<file path="config.mk">
export PLATFORM = sky130hd
export DESIGN_NAME = alu_pipe8
export DESIGN_NICKNAME = d
export VERILOG_FILES = /design/src/rtl/alu_pipe8_pkg.sv /design/src/rtl/alu_pipe8_core.sv /design/src/rtl/alu_pipe8.sv
export SDC_FILE = /design/constraint.sdc
export NUM_CORES = 1
export LEC_CHECK = 0
export CORE_ASPECT_RATIO = 1.25
export CORE_MARGIN = 10
export CORE_UTILIZATION = 45
export DETAILED_ROUTE_END_ITERATION = 10
export PLACE_DENSITY = 0.67
export SLEW_MARGIN = 20
export SYNTH_ARGS = -nofsm -noshare
export SYNTH_HDL_FRONTEND = slang
export SYNTH_SLANG_ARGS = --single-unit
</file>
<file path="constraint.sdc">
create_clock -name ck -period 2.8 [get_ports ck]
set_input_delay 0.42 -clock ck [delete_from_list [all_inputs] [get_ports ck]]
set_output_delay 0.42 -clock ck [all_outputs]
set_load 0.02 [all_outputs]
</file>
<file path="src/rtl/alu_pipe8_pkg.sv">
// Shared widths and opcode encodings for the alu_pipe8 pipelined ALU.
// Imported by the core, the interface and the top level.
package alu_pkg;
    localparam int DATA_W = 8;
    localparam int OP_W   = 4;

    localparam logic [OP_W-1:0] OP_ADD  = 4'b0000;
    localparam logic [OP_W-1:0] OP_SUB  = 4'b0001;
    localparam logic [OP_W-1:0] OP_AND  = 4'b1000;
    localparam logic [OP_W-1:0] OP_OR   = 4'b1001;
    localparam logic [OP_W-1:0] OP_XOR  = 4'b1010;
    localparam logic [OP_W-1:0] OP_NOT  = 4'b1011;
    localparam logic [OP_W-1:0] OP_SHR  = 4'b1100;
    localparam logic [OP_W-1:0] OP_HOLD = 4'b1101;
    localparam logic [OP_W-1:0] OP_ROR  = 4'b1110;
    localparam logic [OP_W-1:0] OP_ROL  = 4'b1111;
endpackage

</file>
<file path="src/rtl/alu_pipe8_core.sv">
// Purely combinational ALU function (op, a, b) -> res; no state.
// Hold and reserved opcodes produce 0 here; the top level handles hold.
module alu_core
    import alu_pkg::*;
(
    input  logic [OP_W-1:0]   i_op,
    input  logic [DATA_W-1:0] i_a,
    input  logic [DATA_W-1:0] i_b,
    output logic [DATA_W-1:0] o_res
);
    always_comb begin
        o_res = '0;
        case (i_op)
            OP_ADD: o_res = i_a + i_b;
            OP_SUB: o_res = i_a - i_b;
            OP_AND: o_res = i_a & i_b;
            OP_OR:  o_res = i_a | i_b;
            OP_XOR: o_res = i_a ^ i_b;
            OP_NOT: o_res = ~i_a;
            OP_SHR: o_res = {1'b0, i_a[DATA_W-1:1]};
            OP_ROR: o_res = {i_a[0], i_a[DATA_W-1:1]};
            OP_ROL: o_res = {i_a[DATA_W-2:0], i_a[DATA_W-1]};
            default: o_res = '0;
        endcase
    end
endmodule

</file>
<file path="src/rtl/alu_pipe8.sv">
// Two-stage 8-bit ALU: stage 1 registers A/B/CTR, stage 2 registers the result.
// Optional zero flag output Z is enabled by defining ALU_ZERO_FLAG_EN.
module alu_pipe8
    import alu_pkg::*;
(
    input  logic [DATA_W-1:0] A,
    input  logic [DATA_W-1:0] B,
    output logic [DATA_W-1:0] O,
    input  logic [OP_W-1:0]   CTR,
    input  logic              ck,
    input  logic              rst_n
`ifdef ALU_ZERO_FLAG_EN
    ,
    output logic              Z
`endif
);
    logic [DATA_W-1:0] r_ina;
    logic [DATA_W-1:0] r_inb;
    logic [OP_W-1:0]   r_op;
    logic [DATA_W-1:0] r_o;
    logic [DATA_W-1:0] w_res;

    always_ff @(posedge ck) begin
        if (!rst_n) begin
            r_ina <= '0;
            r_inb <= '0;
            r_op  <= OP_ADD;
        end else begin
            r_ina <= A;
            r_inb <= B;
            r_op  <= CTR;
        end
    end

    alu_core u_core (
        .i_op  (r_op),
        .i_a   (r_ina),
        .i_b   (r_inb),
        .o_res (w_res)
    );

    // A hold op in stage 2 simply skips the write, so O keeps its last value.
    always_ff @(posedge ck) begin
        if (!rst_n) begin
            r_o <= '0;
        end else if (r_op != OP_HOLD) begin
            r_o <= w_res;
        end
    end

    assign O = r_o;

`ifdef ALU_ZERO_FLAG_EN
    logic r_z;

    always_ff @(posedge ck) begin
        if (!rst_n) begin
            r_z <= 1'b0;
        end else if (r_op != OP_HOLD) begin
            r_z <= (w_res == '0);
        end
    end

    assign Z = r_z;
`endif
endmodule

</file>
# ---- Yosys cells after proc, flatten, opt, wreduce, memory -nomap -nowiden
# Index checks and enable logic that the tools add are counted.
dict set report classes {
  add_sub_neg 2
  multipliers 0
  n_div 0
  n_lt_le_gt_ge 0
  eq_ne 9
  shift 0
  mux 1
  bitwise 4
  n_reduce_logical 1
}
# op n
set ops {}
lappend ops {{case mux 8 bit (9 select lines)} 1}
lappend ops {{equality test 4 bit, second input constant} 7}
lappend ops {{adder 8 bit} 1}
lappend ops {{bitwise AND 8 bit} 1}
lappend ops {{inverter 8 bit} 1}
lappend ops {{OR 8 bit} 1}
lappend ops {{subtractor 8 bit} 1}
lappend ops {{bitwise XOR 8 bit} 1}
lappend ops {{equality test 4 x 1 -> 1 bit, second input constant} 1}
lappend ops {{zero test 4 bit} 1}
lappend ops {{!= test 4 bit, second input constant} 1}
dict set report word_totals {
  register_bits 28
  latchBits 0
  mem_bits_rw 0
  mem_bits_ro 0
  inputBits 22
  output_inout_bits 8
  mem_count 0
}

# ---- Depth between registers and ports, before layout
dict set report logic_depth {
  depth_word 2
  depth_mapped 10
  mapped_depth_nobuf 10
}

# ---- Hierarchy
# A second synthesis with hierarchy kept.
dict set report hier_totals {
  cells_unflattened 234
  hier_area_um2 2038.2
}
# mod instances cells_each area_each_um2 seq_area_each_um2
set modules_own_cells {}
lappend modules_own_cells {alu_core 1 156 1162.4 0.0}
lappend modules_own_cells {alu_pipe8 1 78 875.8 560.5}

# ---- Least setup slack after synthesis
# OpenSTA, ideal clock, no wires.
dict set report synth_timing {
  path_kind {register to register}
  start {register r_op[1]}
  end {register r_o[7], in the netlist O[7]}
  setup_ns 0.124
  t_arrival_ns 2.310
  t_required_ns 2.676
  setup_slack_ns 0.366
  stages_incl_launch_ff 10
  path_buffers 0
  synth_period_minus_slack_ns 2.434
  cell_sequence {dfxtp_1 nor4b_4 mux2_2 inv_1 ha_1 nor2b_1 o31a_1 o41ai_1 nand2b_1 o21ai_0}
}
dict set report synth_via {
  elab_chain_cells 2
}
# element line
set synth_rtl {}
lappend synth_rtl {{from (decl)} alu_pipe8.sv:19} ;# logic [OP_W-1:0] r_op;
lappend synth_rtl {{from (signal assigned)} alu_pipe8.sv:27} ;# r_op <= OP_ADD;
lappend synth_rtl {{from (signal assigned)} alu_pipe8.sv:31} ;# r_op <= CTR;
lappend synth_rtl {{equality test 4 bit, or another cell as far along} alu_pipe8_core.sv:13} ;# case (i_op)
lappend synth_rtl {{case mux 8 bit (9 select lines)} alu_pipe8_core.sv:13}
lappend synth_rtl {{to (signal assigned)} alu_pipe8.sv:47} ;# r_o <= w_res;
lappend synth_rtl {{to (decl)} alu_pipe8.sv:20} ;# logic [DATA_W-1:0] r_o;
# Parallel ways exist; a longest one is shown, timed or not.
# A chain may end at the register's enable or synchronous reset.

# ---- Worst setup path in the final report
# Ends and elaborated chain as after synthesis.

==> impl_metrics.tcl <==
set metrics [dict create \
    overflow 0 \
    firstDrtPassIters 4 \
    synthDominantCellAreaShare 0.273 \
    ys_warn_count 0 \
    fin_cells 320 \
    place_inst 316 \
    synth_seq_area_share 0.273 \
    via_per_inst 5.47 \
    area_growth_pct 20.3 \
    dp_hpwl_um 3770 \
    fp.dieH_um 95.5 \
    clock_sinks 28 \
    antenna_found_initial 0 \
    maxCapViolations 0 \
    drive_gt1_frac 0.0725 \
    end_kind "register" \
    wire_per_inst_um 15.0 \
    grt_max_degree 31 \
    grt_pass1_vias 1694 \
    htreeDepth 1 \
    period_share 0.886 \
    layout_common_cells "29 x clkdlybuf4s50_1, 28 x dfxtp_1, 24 x inv_1, 24 x and2_1, 24 x ha_1" \
    vdd_ir_drop_max_mv 0.287 \
    die-area_sq_mm 0.00769 \
    gp_congestion 0.851 \
    use_met2 0.222 \
    ios 30 \
    max_freq_mhz 403 \
    synth_top_area_cell "dfxtp_1" \
    start_util 0.464 \
    vias 1751 \
    synth_nets 279 \
    synth.area.top_cells "dfxtp_1 27%, ha_1 15%, and2_1 7.3%" \
    track_usage 0.129 \
    finalSetupTns_ns 0 \
    syn_avg_cell_area_sq_um 8.86 \
    post-route-min-period_ns 2.48 \
    maxSlewViolCount 0 \
    ys.flop_type "dfxtp_1" \
    hp-class "reg -> reg" \
    critPathMaxFanout 3 \
    p_leak_nw 1.03 \
    path_clk_slew_ns 0.09 \
    fin_util 0.558 \
    grtUsageMet1 0.153 \
    r2r_cells 9 \
    startpoint_type "register" \
    drc 0 \
    synth_cells 232 \
    hold_slack_ns 0.570 \
    critical_path.endpoint "O[7]$_SDFFE_PN0P_" \
    nets 310 \
    grt_pass1_wl_um 7870 \
    reg2reg_slack_ns 0.32 \
    timing.rr.start "r_op[1]$_SDFF_PN0_" \
    syn-cell-area_sq_mm 0.00205 \
    cts.repair.resized 0 \
    wl_um 4790 \
    r2r-end "O[7]$_SDFFE_PN0P_" \
    relSlewSlack 0.746 \
    ys_async_sr_fraction 0 \
    top_usage_layer "met2" \
    post_cts_buffers 0 \
    io_buffers 29 \
    final_common_cell "clkdlybuf4s50_1" \
    diodes 0 \
    drt_iter0_drc 113 \
    tritoncts "yes" \
    setup_viol 0 \
    cts_buffer_depth 2 \
    synth_seq_cells 28 \
    clock_latency_ns 0.28 \
    cts_buffers 3 \
    rsz0062_at_grt "no" \
    ys_types 50 \
    antenna_left 0 \
    power.total_mw 1.03 \
    crit_type "reg -> reg" \
    hold_viol 0 \
    met3_usage 0.0160 \
    synth_edf_count 0 \
    fin_worst_skew_ns 0.00660 \
    outcome "completed" \
    cts_hold_buf 0 \
    power.density_mw_per_mm2 418 \
    cp.required_ns 2.96 \
    crit_start "r_op[1]$_SDFF_PN0_" \
    die_w_um 80.4 \
    coreArea_sq_mm 0.00443 \
    cts-root-buf "clkbuf_8" \
    cp.arrival_ns 2.64 \
    num_rows 27 \
    tightest_slew_ns 0.377 \
]
==> report_power, final <==
part | switching [mW] | internal (mW) | total (mW) | leakage (nW)
logic | 0.158 | 0.167 | 0.325 | 0.768
clock network | 0.128 | 0.126 | 0.255 | 0.0288
registers | 0.0271 | 0.427 | 0.454 | 0.232
==> sequential cells by signal, indices dropped and copies added (netlist names) <==
signal	count
r_op	4
O	8
r_inb	8
r_ina	8
==> how the worst min path moves through the flow <==
stage	start	to	slack, ns	depth (start not counted)
6_report	O[5]$_SDFFE_PN0P_	O[5]$_SDFFE_PN0P_	0.57	2
4_1_cts	O[5]$_SDFFE_PN0P_	O[5]$_SDFFE_PN0P_	0.57	2
2_1_floorplan	B[5]	r_inb[5]$_SDFF_PN0_	0.54	1
5_1_grt	O[5]$_SDFFE_PN0P_	O[5]$_SDFFE_PN0P_	0.59	2
3_5_place_dp	O[5]$_SDFFE_PN0P_	O[5]$_SDFFE_PN0P_	0.55	2
3_3_place_gp	O[5]$_SDFFE_PN0P_	O[5]$_SDFFE_PN0P_	0.55	2
==> layer usage <==
metal,share of wire,wire (um)
met3,0.035,170
met5,0,0
met2,0.49,2330
met1,0.45,2180
met4,0.025,119
==> synth_stat cells, types with 4 or more instances <==
master / count
and2_1: 24
a31oi_1: 4
o21a_1: 5
clkbuf_1: 4
mux2i_1: 8
dfxtp_1: 28
o21ai_0: 10
xnor2_1: 7
or3_1: 4
inv_1: 24
nor2_1: 11
buf_2: 4
nand3_1: 6
a21oi_1: 9
nand2_1: 6
ha_1: 24
nand2b_1: 4
o211ai_1: 4
==> worst max-delay path: stages (launching register included) <==
cell and delay, ns:
dfxtp_1 0.34, nor4b_4 0.33, mux2_2 0.40, inv_1 0.07, ha_1 0.21, nor2b_1 0.14, o31a_1 0.27, o41ai_1 0.39
nand2b_1 0.16, o21ai_0 0.06
==> logic make-up after synthesis <==
logic type | Yosys count | share of synthesized area
buffers and inverters | 34 | 0.0700
multiplexers | 13 | 0.0792
flip-flops | 28 | 0.273
XOR/XNOR | 8 | 0.0341
AND/OR/NAND/NOR | 67 | 0.192
adder cells (fa/ha/maj) | 25 | 0.156
AO/OA/AOI/OAI | 57 | 0.196
==> final cells by class <==
class | instances | area, sq um
clock buffer | 4 | 55.1
multi-input combinational | 170 | 1350
sequential | 28 | 561
timing repair buffer | 36 | 343
fill | 420 | 1950
tap | 58 | 72.6
inverter | 24 | 90.1
==> metrics by stage <==
stage	worst slack (ns)	cell area, sq um
final	0.320	2470
after global placement	0.388	2420
after floorplan	0.366	2050
after detailed placement	0.348	2420
after CTS	0.320	2470
after global routing	0.176	2470
(Power assumes the default switching activity.)
